<file path="config.mk">
export PLATFORM = sky130hd
export DESIGN_NAME = board_reset_sync
export DESIGN_NICKNAME = d
export VERILOG_FILES = /design/src/rtl/board_reset_sync_pkg.sv /design/src/rtl/board_reset_sync_sync_filter.sv /design/src/rtl/board_reset_sync.sv
export SDC_FILE = /design/constraint.sdc
export NUM_CORES = 1
export LEC_CHECK = 0
export ABC_AREA = 1
export CAP_MARGIN = 30
export CELL_PAD_IN_SITES_DETAIL_PLACEMENT = 2
export CELL_PAD_IN_SITES_GLOBAL_PLACEMENT = 2
export CORE_AREA = 4 4 49 51
export DETAILED_ROUTE_END_ITERATION = 10
export DIE_AREA = 0 0 53 55
export MAX_ROUTING_LAYER = met4
export PLACE_DENSITY = 0.82
export SKIP_CTS_REPAIR_TIMING = 1
export SYNTH_ARGS = -nofsm -noshare
export SYNTH_HDL_FRONTEND = slang
export SYNTH_SLANG_ARGS = --single-unit
</file>
<file path="constraint.sdc">
create_clock -name clk -period 1.3 [get_ports clk]
set_input_delay 0.195 -clock clk [delete_from_list [all_inputs] [get_ports clk]]
set_output_delay 0.195 -clock clk [all_outputs]
set_load 0.05 [all_outputs]
</file>
<file path="src/rtl/board_reset_sync_pkg.sv">
`default_nettype none
// ============================================================================
//  Module      : board_reset_sync_pkg
//  Description : Shared constants for the board reset / input front end.
//  Revision    : 1.0 - initial release
// ============================================================================
package board_reset_sync_pkg;

  // Depth of the core-reset release synchroniser (assert async, release sync).
  localparam int RST_SYNC_STAGES = 2;

endpackage : board_reset_sync_pkg
`default_nettype wire

</file>
<file path="src/rtl/board_reset_sync_sync_filter.sv">
`default_nettype none
// ============================================================================
//  Module      : sync_filter
//  Description : One asynchronous input channel: N-stage synchroniser,
//                optional persistence filter and a delayed copy for edge
//                detection.
//  Revision    : 1.0 - initial release
// ============================================================================
module sync_filter #(
  parameter int   SYNC_STAGES   = 2,
  parameter int   FILTER_CYCLES = 0,
  parameter logic IDLE_VALUE    = 1'b1
) (
  input  logic clk,
  input  logic reset_n,
  input  logic async_in,
  output logic sync_out,
  output logic sync_q
);

  logic [SYNC_STAGES-1:0] stage_q;
  logic [SYNC_STAGES-1:0] stage_d;
  logic                   sync_d;

  // Shift the raw pin into the synchroniser chain; oldest sample at the MSB.
  always_comb begin
    stage_d = {stage_q[SYNC_STAGES-2:0], async_in};
    sync_d  = sync_out;
  end

  // Synchroniser chain and the one-cycle-delayed copy of the filtered level.
  always_ff @(posedge clk or negedge reset_n) begin
    if (!reset_n) begin
      stage_q <= {SYNC_STAGES{IDLE_VALUE}};
      sync_q  <= IDLE_VALUE;
    end else begin
      stage_q <= stage_d;
      sync_q  <= sync_d;
    end
  end

  if (FILTER_CYCLES == 0) begin : g_bypass
    assign sync_out = stage_q[SYNC_STAGES-1];
  end else begin : g_filter
    localparam int            CW         = $clog2(FILTER_CYCLES + 1);
    localparam logic [CW-1:0] LAST_COUNT = CW'(FILTER_CYCLES - 1);

    logic [CW-1:0] fcnt_q;
    logic [CW-1:0] fcnt_d;
    logic          level_q;
    logic          level_d;

    // Accept a new level only after it has differed for FILTER_CYCLES samples.
    always_comb begin
      fcnt_d  = fcnt_q;
      level_d = level_q;
      if (stage_q[SYNC_STAGES-1] == level_q) begin
        fcnt_d = '0;
      end else if (fcnt_q == LAST_COUNT) begin
        level_d = ~level_q;
        fcnt_d  = '0;
      end else begin
        fcnt_d = fcnt_q + CW'(1);
      end
    end

    // Filter state registers.
    always_ff @(posedge clk or negedge reset_n) begin
      if (!reset_n) begin
        fcnt_q  <= '0;
        level_q <= IDLE_VALUE;
      end else begin
        fcnt_q  <= fcnt_d;
        level_q <= level_d;
      end
    end

    assign sync_out = level_q;
  end

endmodule : sync_filter
`default_nettype wire

</file>
<file path="src/rtl/board_reset_sync.sv">
`default_nettype none
// ============================================================================
//  Module      : board_reset_sync
//  Description : Board front end: counted, synchronously released core reset
//                plus per-channel synchronised / filtered / edge-detected
//                asynchronous inputs.
//  Revision    : 1.0 - initial release
// ============================================================================
module board_reset_sync
  import board_reset_sync_pkg::*;
#(
  parameter int                  CHANNELS      = 1,
  parameter int                  SYNC_STAGES   = 2,
  parameter int                  HOLD_CYCLES   = 63,
  parameter int                  FILTER_CYCLES = 0,
  parameter logic [CHANNELS-1:0] IDLE_VALUE    = '1
) (
  input  logic                clk,
  input  logic                reset_n,
  input  logic                soft_reset,
  input  logic [CHANNELS-1:0] async_in,
  output logic [CHANNELS-1:0] sync_out,
  output logic [CHANNELS-1:0] rise,
  output logic [CHANNELS-1:0] fall,
  output logic                core_reset,
  output logic                ready
);

  localparam int             HCW      = $clog2(HOLD_CYCLES + 1);
  localparam logic [HCW-1:0] HOLD_MAX = HCW'(HOLD_CYCLES);

  logic [RST_SYNC_STAGES-1:0] rst_sync_q;
  logic [RST_SYNC_STAGES-1:0] rst_sync_d;
  logic                       rst_ok;
  logic [HCW-1:0]             hold_cnt_q;
  logic [HCW-1:0]             hold_cnt_d;
  logic                       ready_q;
  logic                       ready_d;
  logic [CHANNELS-1:0]        sync_q;

  assign rst_ok = rst_sync_q[RST_SYNC_STAGES-1];

  // Hold sequence: count up once reset release has synchronised, restart on soft_reset.
  always_comb begin
    rst_sync_d = {rst_sync_q[RST_SYNC_STAGES-2:0], 1'b1};
    hold_cnt_d = hold_cnt_q;
    ready_d    = ready_q | (hold_cnt_q == HOLD_MAX);
    if (soft_reset) begin
      hold_cnt_d = '0;
      ready_d    = 1'b0;
    end else if (rst_ok && (hold_cnt_q != HOLD_MAX)) begin
      hold_cnt_d = hold_cnt_q + HCW'(1);
    end
  end

  // Reset synchroniser, hold counter and ready flag.
  always_ff @(posedge clk or negedge reset_n) begin
    if (!reset_n) begin
      rst_sync_q <= '0;
      hold_cnt_q <= '0;
      ready_q    <= 1'b0;
    end else begin
      rst_sync_q <= rst_sync_d;
      hold_cnt_q <= hold_cnt_d;
      ready_q    <= ready_d;
    end
  end

  for (genvar i = 0; i < CHANNELS; i++) begin : g_ch
    sync_filter #(
      .SYNC_STAGES  (SYNC_STAGES),
      .FILTER_CYCLES(FILTER_CYCLES),
      .IDLE_VALUE   (IDLE_VALUE[i])
    ) u_sync_filter (
      .clk     (clk),
      .reset_n (reset_n),
      .async_in(async_in[i]),
      .sync_out(sync_out[i]),
      .sync_q  (sync_q[i])
    );
  end

  // Edges are suppressed until the core is out of reset.
  assign rise       = sync_out & ~sync_q & {CHANNELS{ready_q}};
  assign fall       = ~sync_out & sync_q & {CHANNELS{ready_q}};
  assign ready      = ready_q;
  assign core_reset = ~ready_q;

endmodule : board_reset_sync
`default_nettype wire
</file>
* After elaboration in Yosys (flattened, before gate mapping)
Cells that the tools add are included.
Cells by class: add/sub/neg operators 1, eq/ne operators 2, muxes and demuxes 3, bitwise gates (word level) 8, reduce and logical (&&, ||, !) cells 2
Operators with widths (count):
- $mux W6 | 2
- $add A6 B1 Y6 const B | 1
- $eq A6 B6 Y1 const B | 1
- $ne A6 B6 Y1 const B | 1
- $and A1 B1 Y1 | 4
- $not A1 Y1 | 3
- $reduce_bool A2 Y1 | 1
- $logic_and A1 B1 Y1 | 1
- $mux W1 | 1
- $or A1 B1 Y1 | 1
Storage, ports and cells: bits in registers 12, input bits 4, output and inout bits 5, logic and storage cells 21

* Logic depth before layout (Yosys ltp)
Gate-level depths: netlist (run 1).
depth in word-level cells 4, mapped depth 8, mapped depth without buffers 8

* Modules after synthesis
From an unflattened synthesis (run 1), not the netlist that was laid out.
Unflattened totals: cells, all modules 61, area, all modules 558.0 um^2
Modules (own cells, without submodules):
- board_reset_sync | instances 1, cells an instance 58, area each 479.2 um^2, seq. area each 225.2 um^2
- sync_filter | instances 1, cells an instance 3, area each 78.8 um^2, seq. area each 78.8 um^2

* Least setup slack after synthesis (run 1)
OpenSTA, ideal clock, no wires.
path type register to output, start point register g_ch[0].u_sync_filter.stage_q[1], end point output rise, arrival time 1.428 ns, data required time 1.105 ns, path slack -0.323 ns, stages on the path, launching flop included 3, buffers on the path 0, cell sequence dfstp_2 > nand2_1 > nor2_1
On the way: longest elaborated chain between the ends 2
RTL lines:
- start, declared | line board_reset_sync_sync_filter.sv:21 | logic [SYNC_STAGES-1:0] stage_q;
- start signal, assigned | line board_reset_sync_sync_filter.sv:34 | stage_q <= {SYNC_STAGES{IDLE_VALUE}};
- start signal, assigned | line board_reset_sync_sync_filter.sv:37 | stage_q <= stage_d;
- $and A1 B1 Y1 (2 in series) | line board_reset_sync.sv:84 | assign rise = sync_out & ~sync_q & {CHANNELS{ready_q}};
- end, declared | line board_reset_sync.sv:23 | output logic [CHANNELS-1:0] rise,
No other way between the ends.

* Worst setup path in the final report (run 1)
start point register g_ch[0].u_sync_filter.sync_q, end point output fall
On the way: longest elaborated chain between the ends 2
RTL lines:
- start, declared | line board_reset_sync_sync_filter.sv:18 | output logic sync_q
- start signal, assigned | line board_reset_sync_sync_filter.sv:38 | sync_q <= sync_d;
- $and A1 B1 Y1 (2 in series) | line board_reset_sync.sv:85 | assign fall = ~sync_out & sync_q & {CHANNELS{ready_q}};
- end, declared | line board_reset_sync.sv:24 | output logic [CHANNELS-1:0] fall,
No other way between the ends.

==> flow_summary_export.csv, run 1 <==
group,metric,value,unit
drt,drtPass1Iterations,2,
floorplan,die_y,55,um
critical_path,path_cells,"nand2_1, nor2_4, buf_12",
finish,regArea,305.3,um2
critical_path,crit_required,1.11,ns
floorplan,num_rows,16,
critical_path,worst_setup_path_start_kind,"register",
drt,routedWlPerCell,15.63,um
pwr,p_int,0.6120,mW
outcome,outcome,"finished, violations left",
pwr,p_leak,0.4099,nW
pwr,p_per_area,916.2,nW/um2
drt,vias,503,
critical_path,cp_data_arrival_time,1.16,ns
clocking,path_clk_slew,0.08,ns
clocking,root_buffer,"clkbuf_4",
logic_synthesis,synth_cells,63,
global_routing,grtUsageMet3,0.03217,
placement,place.gp.congestion,0.7728,
clocking,htree_levels,1,
logic_synthesis,synth_area_leaders,"dfrtp_1, dfstp_2, nand2_1",
global_routing,antenna_found_initial,0,
sta,slew_violations,0,
pwr,swShare,0.2448,
sta,min_period,1.354,ns
logic_synthesis,ys_seq_area_frac,0.5283,
critical_path,crit_fanout,2,
drt,finalWirelength,1750,um
logic_synthesis,avgSynthCellArea,9.136,um2
critical_path,r2r_end,"hold_cnt_q[0]",
global_routing,grt_usage,0.1438,
critical_path,r2r_start,"hold_cnt_q[1]",
sta,rsz0062_at_grt,"true",
finish,drive_above_1_share,0.4471,
sta,layout_setup_ws,-0.05381,ns
sta,max_freq,0.7387,GHz
finish,final_cell_mix,"nand2_1, buf_4, nand3_1, dfrtp_1, inv_1",
critical_path,crit_path_top_delay_cell,"dfstp_2",
logic_synthesis,synth_seq_cells,12,
finish,diodes,0,
floorplan,die_w,53,um
clocking,cts_tree,"done",
worst_hold_path,hold_path_class,"in -> async",
critical_path,reg2reg_slack,0.05,ns
finish,post-route-util,0.4555,
critical_path,cp_top_family,"flip-flops",
placement,dp_hpwl,1244,um
global_routing,grt_max_degree,13,
critical_path,crit_path_end_kind,"output port",
sta,period_share,1.041,
pwr,power_frac_clock,0.371,
clocking,cts.sinks,12,
logic_synthesis,yosys_warnings,0,
logic_synthesis,yosys.area.top_type,"dfrtp_1",
pwr,seq_power_share,0.502,
pwr,power_switching,0.1984,mW
logic_synthesis,syn_nets,68,
placement,port_buffers,8,
drt,drt-initial-drc-count,1,
clocking,clock_path_buffers,2,
finish,final_cell_area,884.6,um2
sta,setup_viol,2,
drt,ant_nets,0,
finish,final_common_cell,"nand2_1",
logic_synthesis,syn_area,575.6,um2
clocking,worstSkewPairLatency,0.28,ns
outcome,violations,"setup timing",
global_routing,grt_pass1_wl,2808,um
logic_synthesis,synth_top_area_share,0.3913,
clocking,cts_buffers,3,
global_routing,grt-ovfl-total,0,
global_routing,grt_pass1_vias,592,
global_routing,busiest_layer,"met2",
pwr,power_frac_comb,0.128,
finish,multi_input_area,266.5,um2
finish,layout.nets,91,
sta,fin_skew,0.006815,ns
job,maxCapViolations,0,
finish,syn_to_final_growth,53.70,%
floorplan,start_util,0.2964,
drt,vias_per_cell,4.491,
floorplan,ios,9,
global_routing,use_met2,0.2665,
critical_path,crit_type,"reg -> out",
pwr,ir_drop,0.0005480,V
logic_synthesis,yosysUniqueCellTypes,20,
critical_path,reg2reg_depth,8,
global_routing,use_met1,0.1554,
placement,dpl-instance-area,792.0,um2
critical_path,worst-path-buf-inv,1,
sta,hold_viol,0,
critical_path,max_stage_delay,0.55,ns
pwr,power,0.8104,mW
floorplan,core,1942,um2
floorplan,die_area,2915,um2
finish,fillers,222,
drt,drc,0,
## flip-flops by register name (all words and copies together), names as in the netlist
register,cells
rst_sync_q,2
g_ch.u_sync_filter.stage_q,2
g_ch.u_sync_filter.sync_q,1
ready,1
hold_cnt_q,6
## how the worst max path moves through the flow
stage / from / endpoint / cells after the start
after CTS: g_ch[0].u_sync_filter.sync_q / fall / 3
after detailed placement: hold_cnt_q[0] / hold_cnt_q[1] / 7
after global placement: hold_cnt_q[0] / hold_cnt_q[4] / 7
after global routing: g_ch[0].u_sync_filter.sync_q / fall / 3
after floorplan: g_ch[0].u_sync_filter.stage_q[1] / rise / 2
final: g_ch[0].u_sync_filter.sync_q / fall / 3
## cell usage after synthesis
library cell / number
nand2_4: 2
dfstp_2: 3
inv_1: 6
nor3_1: 2
nor2_1: 5
a21oi_1: 1
dfrtp_1: 9
conb_1: 1
o21bai_1: 1
nand3_2: 1
nand2_2: 1
clkinv_2: 2
nand3_1: 8
ha_1: 1
o21ai_1: 1
nand3_4: 1
nand4_1: 1
o21ai_2: 1
nand2_1: 14
nor2_2: 2
## logic make-up after synthesis
group,share of synthesized area
simple gates,0.3413
flops,0.5283
buf+inv,0.05652
compound gates,0.04564
fa+ha+maj,0.02174
other cells,0.006515
## metal layers
metal,routed length (um),up-vias
met5,0,-
met4,17,0
met3,34,2
met2,986,5
met1,712,250
li1,-,246
## final cells by class
class,count,share of cell area
timing repair buffer,18,0.2362
tap,27,0.03819
sequential,12,0.3451
inverter,8,0.03819
clock buffer,4,0.04102
multi-input combinational,43,0.3013
## through the flow
stage	hold WS, ns	cells	setup slack [ns]	TNS [ns]
final	0.2220	112	-0.05381	-0.08268
after global routing	0.2191	112	-0.09413	-0.3045
after CTS	0.2304	107	-0.09636	-0.1585
after detailed placement	0.3370	103	0.02091	0
after global placement	0.3371	103	0.07097	0
after floorplan	-0.1006	63	-0.03157	-0.03157
## power groups by stage
stage	clock network [mW]	registers, mW	logic, mW
floorplan	0	0.420	0.0287
global placement	0	0.412	0.0885
detailed placement	0	0.413	0.0924
CTS	0.308	0.406	0.0933
global route	0.335	0.409	0.113
finish	0.300	0.406	0.104
Note: power is estimated with default switching activity, not from simulation.
==> run 2: changes to the inputs <==
--- a/config.mk
+++ b/config.mk
@@ -13,7 +13,7 @@
 export DETAILED_ROUTE_END_ITERATION = 10
 export DIE_AREA = 0 0 53 55
 export MAX_ROUTING_LAYER = met4
-export PLACE_DENSITY = 0.82
+export PLACE_DENSITY_LB_ADDON = 0.1
 export SKIP_CTS_REPAIR_TIMING = 1
 export SYNTH_ARGS = -nofsm -noshare
 export SYNTH_HDL_FRONTEND = slang
==> flow_summary_export.csv, run 2 (synthesis gave the netlist of run 1 again) <==
group,metric,value,unit
critical_path,path_cells,"nand2_2, nor2_4, buf_12",
pwr,p_per_area,908.0,nW/um2
placement,place.gp.congestion,0.6530,
pwr,swShare,0.2419,
critical_path,cp_data_arrival_time,1.18,ns
floorplan,ios,9,
drt,drc,0,
clocking,cts_buffers,3,
finish,final_cell_area,885.9,um2
critical_path,max_stage_delay,0.57,ns
outcome,outcome,"finished, violations left",
pwr,power_frac_clock,0.365,
sta,fin_skew,0.002454,ns
global_routing,grt_pass1_wl,2497,um
critical_path,crit_required,1.11,ns
finish,syn_to_final_growth,53.91,%
finish,regMostFlops,"hold_cnt_q",
floorplan,die_y,55,um
floorplan,die_w,53,um
finish,drive_above_1_share,0.4940,
critical_path,crit_path_end_kind,"output port",
drt,routedWlPerCell,13.45,um
clocking,cts_tree,"done",
clocking,cts.sinks,12,
drt,vias,493,
global_routing,grt_pass1_vias,546,
worst_hold_path,hold_path_class,"in -> async",
drt,ant_nets,0,
sta,rsz0062_at_grt,"true",
sta,max_freq,0.7296,GHz
pwr,p_leak,0.4017,nW
drt,finalWirelength,1480,um
global_routing,grt_max_degree,13,
floorplan,num_rows,16,
pwr,power_frac_comb,0.128,
outcome,violations,"setup timing",
critical_path,crit_fanout,2,
placement,dp_hpwl,1150,um
finish,fillers,217,
global_routing,grt_usage,0.1305,
sta,setup_tns,-0.1061,ns
critical_path,reg2reg_depth,8,
finish,layout.nets,89,
critical_path,crit_path_top_delay_cell,"dfstp_2",
sta,setup_viol,2,
drt,drt-initial-drc-count,0,
clocking,worstSkewPairLatency,0.27,ns
job,maxCapViolations,0,
clocking,path_clk_slew,0.08,ns
critical_path,worst_setup_path_start_kind,"register",
pwr,p_int,0.6098,mW
sta,layout_setup_ws,-0.07059,ns
pwr,ir_drop,0.0008643,V
floorplan,die_area,2915,um2
critical_path,r2r_end,"hold_cnt_q[2]",
finish,largest_reg_flops,6,
pwr,power_switching,0.1946,mW
sta,min_period,1.371,ns
critical_path,r2r_start,"hold_cnt_q[1]",
floorplan,core,1942,um2
critical_path,crit_type,"reg -> out",
pwr,seq_power_share,0.507,
clocking,clock_path_buffers,2,
finish,final_cell_mix,"dfrtp_1, nand3_1, nand2_2, nand2_1, buf_4",
clocking,htree_levels,1,
finish,diodes,0,
global_routing,antenna_found_initial,0,
floorplan,start_util,0.2964,
placement,port_buffers,8,
placement,dpl-instance-area,792.0,um2
sta,slew_violations,0,
global_routing,grt-ovfl-total,0,
drt,drtPass1Iterations,1,
clocking,root_buffer,"clkbuf_4",
finish,largestRegisters,"hold_cnt_q (6), g_ch.u_sync_filter.stage_q (2), rst_sync_q (2)",
drt,vias_per_cell,4.482,
sta,hold_viol,0,
sta,period_share,1.054,
critical_path,reg2reg_slack,0.05,ns
finish,final_common_cell,"dfrtp_1",
==> run 2: power by group through the flow <==
stage	sequential (mW)	combinational (mW)	clock [mW]
after floorplan	0.420	0.0287	0
final	0.408	0.103	0.294
after global placement	0.411	0.0906	0
after detailed placement	0.413	0.0963	0
after global routing	0.410	0.113	0.336
after CTS	0.407	0.0967	0.309
==> run 2: cell type report <==
cell class	count	area, um2	share of cell area
multi-input combinational	43	284.0	0.3206
clock buffer	4	36.28	0.04096
timing repair buffer	16	193.9	0.2189
sequential	12	304.0	0.3432
tap	27	33.78	0.03814
inverter	8	33.78	0.03814
==> run 2: metrics by stage <==
stage / power, mW / utilization / setup WS [ns] / hold WS (ns) / std cells
4_1_cts: 0.8124 / 0.4265 / -0.09654 / 0.2097 / 107
3_5_place_dp: 0.5095 / 0.4079 / 0.01749 / 0.3413 / 103
6_report: 0.8044 / 0.4562 / -0.07059 / 0.2122 / 110
2_1_floorplan: 0.4490 / - / -0.03157 / -0.1006 / 63
3_3_place_gp: 0.5018 / 0.4079 / 0.05867 / 0.3349 / 103
5_1_grt: 0.8587 / 0.4562 / -0.1260 / 0.2116 / 110
==> run 2: how the worst max path moves through the flow <==
stage,endpoint,cells after the start,start
finish,fall,3,g_ch[0].u_sync_filter.sync_q
global route,fall,3,g_ch[0].u_sync_filter.sync_q
CTS,fall,3,g_ch[0].u_sync_filter.sync_q
detailed placement,hold_cnt_q[2],8,hold_cnt_q[0]
global placement,hold_cnt_q[4],7,hold_cnt_q[0]
floorplan,rise,2,g_ch[0].u_sync_filter.stage_q[1]
==> run 2: worst max-delay path, delay by kind of cell, from the launching register on <==
family,cells,cell delay (ns)
flops,1,0.57
buf+inv,1,0.14
simple gates,2,0.19
==> run 2: routing by layer <==
| metal | global-route usage | wire [um] | vias to the layer above |
|---|---|---|---|
| li1 | - | - | 240 |
| met1 | 0.1445 | 594 | 241 |
| met2 | 0.2211 | 806 | 8 |
| met3 | 0.02413 | 46 | 4 |
| met4 | 0.07660 | 32 | 0 |
| met5 | - | 0 | - |
==> run 3: changes to the inputs <==
--- a/config.mk
+++ b/config.mk
@@ -9,9 +9,10 @@
 export CAP_MARGIN = 30
 export CELL_PAD_IN_SITES_DETAIL_PLACEMENT = 2
 export CELL_PAD_IN_SITES_GLOBAL_PLACEMENT = 2
-export CORE_AREA = 4 4 49 51
+export CORE_AREA = 4 4 48 50
+export CTS_BUF_LIST = sky130_fd_sc_hd__clkbuf_2 sky130_fd_sc_hd__clkbuf_4 sky130_fd_sc_hd__clkbuf_8
 export DETAILED_ROUTE_END_ITERATION = 10
-export DIE_AREA = 0 0 53 55
+export DIE_AREA = 0 0 52 54
 export MAX_ROUTING_LAYER = met4
 export PLACE_DENSITY_LB_ADDON = 0.1
 export SKIP_CTS_REPAIR_TIMING = 1
==> flow_summary_export.csv, run 3 (synthesis gave the netlist of run 1 again) <==
group,metric,value,unit
outcome,outcome,"finished, violations left",
outcome,violations,"setup timing",
pwr,power_frac_clock,0.367,
job,maxCapViolations,0,
sta,fin_skew,0.008340,ns
finish,post-route-util,0.4625,
placement,place.gp.congestion,0.7185,
pwr,p_leak,0.3921,nW
sta,layout_setup_ws,-0.05355,ns
floorplan,core,1902,um2
pwr,ir_drop,0.0006066,V
finish,regArea,304.0,um2
drt,drt-initial-drc-count,3,
clocking,path_clk_slew,0.08,ns
sta,min_period,1.354,ns
critical_path,cp_data_arrival_time,1.16,ns
pwr,p_int,0.6098,mW
global_routing,grt_pass1_vias,516,
critical_path,crit_path_end_kind,"output port",
clocking,htree_levels,1,
global_routing,grt_max_degree,13,
drt,drc,0,
critical_path,max_stage_delay,0.58,ns
sta,hold_viol,0,
clocking,cts_tree,"done",
drt,finalWirelength,1541,um
pwr,power_switching,0.1928,mW
finish,final_cell_area,879.6,um2
finish,fillers,204,
clocking,root_buffer,"clkbuf_4",
sta,rsz0062_at_grt,"true",
global_routing,grt_pass1_wl,2553,um
clocking,cts.sinks,12,
finish,drive_above_1_share,0.4762,
finish,regMostFlops,"hold_cnt_q",
worst_hold_path,hold_path_class,"in -> async",
critical_path,crit_fanout,3,
floorplan,die_y,54,um
floorplan,die_w,52,um
pwr,swShare,0.2402,
finish,largestRegisters,"hold_cnt_q (6), g_ch.u_sync_filter.stage_q (2), rst_sync_q (2)",
sta,setup_viol,2,
clocking,worstSkewPairLatency,0.27,ns
finish,syn_to_final_growth,52.83,%
sta,max_freq,0.7388,GHz
global_routing,grt-ovfl-total,0,
clocking,cts_buffers,3,
placement,port_buffers,8,
pwr,power_frac_comb,0.126,
sta,period_share,1.041,
drt,drtPass1Iterations,2,
drt,routedWlPerCell,13.88,um
floorplan,num_rows,16,
floorplan,start_util,0.3026,
global_routing,antenna_found_initial,0,
finish,diodes,0,
critical_path,crit_path_top_delay_cell,"dfstp_2",
drt,vias_per_cell,4.468,
finish,largest_reg_flops,6,
pwr,p_per_area,912.4,nW/um2
critical_path,path_cells,"buf_4, nor2_4, buf_12",
critical_path,worst_setup_path_start_kind,"register",
global_routing,grt_usage,0.1356,
critical_path,crit_type,"reg -> out",
placement,dp_hpwl,1078,um
drt,vias,496,
floorplan,die_area,2808,um2
placement,dpl-instance-area,784.5,um2
finish,final_cell_mix,"nand2_1, dfrtp_1, buf_4",
sta,slew_violations,0,
drt,ant_nets,0,
finish,layout.nets,90,
clocking,clock_path_buffers,2,
pwr,seq_power_share,0.508,
finish,multi_input_area,274.0,um2
floorplan,ios,9,
critical_path,crit_required,1.11,ns
==> run 3: changes by cell type in the layout (fill, tap and decap cells not counted) <==
cell     previous run  this run
nand2_4             3         2
nand2_2             7         6
buf_4               7         9
buf_6               1         0
nand2_1             7         9
==> run 3: layout make-up <==
class	instances	area share
repair buffers	17	0.2248
inverters	8	0.03841
clock buffers	4	0.04125
flip-flops and latches	12	0.3457
well taps	27	0.03841
multi-input cells	43	0.3115
==> run 3: per-stage QoR <==
step / setup slack, ns / TNS (ns) / hold slack, ns / instances / power (mW)
after floorplan: -0.03157 / -0.03157 / -0.1006 / 63 / 0.4490
after global placement: 0.07016 / 0 / 0.3346 / 102 / 0.4990
after detailed placement: 0.05796 / 0 / 0.3389 / 102 / 0.5008
after CTS: -0.1465 / -0.2369 / 0.2343 / 106 / 0.8089
after global routing: -0.1156 / -0.3093 / 0.2442 / 111 / 0.8446
final: -0.05355 / -0.1051 / 0.2303 / 111 / 0.8025
==> run 3: power groups by stage <==
stage | clock (mW) | combinational [mW] | sequential (mW)
after floorplan | 0 | 0.0287 | 0.420
after global placement | 0 | 0.0847 | 0.414
after detailed placement | 0 | 0.0858 | 0.415
after CTS | 0.311 | 0.0891 | 0.409
after global routing | 0.323 | 0.112 | 0.410
final | 0.294 | 0.101 | 0.407
==> run 3: path summary, 6_finish.rpt <==
kind                       cells after the start                          endpoint                              from  slack (ns)
min in group clk                               1  g_ch[0].u_sync_filter.stage_q[0]                          async_in        0.34
max reg2reg                                    8                     hold_cnt_q[0]                     hold_cnt_q[0]        0.05
max                                            3                              fall  g_ch[0].u_sync_filter.stage_q[1]       -0.05
min reg2reg                                    0  g_ch[0].u_sync_filter.stage_q[1]  g_ch[0].u_sync_filter.stage_q[0]        0.36
min                                            2                     hold_cnt_q[3]                           reset_n        0.23
max in group asynchronous                      2  g_ch[0].u_sync_filter.stage_q[1]                           reset_n        0.83
==> run 3: critical path: cells and delay by family (launching register included) <==
family / cells / cell delay [ns]
buffers and inverters: 2 / 0.28
flip-flops: 1 / 0.58
AND/OR/NAND/NOR: 1 / 0.04
==> run 3: per-layer routing <==
layer  GRT usage  part of all wire  up-vias
met5           -                 0        -
met3     0.04986             0.027        2
met1      0.1371              0.41      248
met2      0.2510              0.56        5
met4     0.02620            0.0052        0
li1            -                 -      241
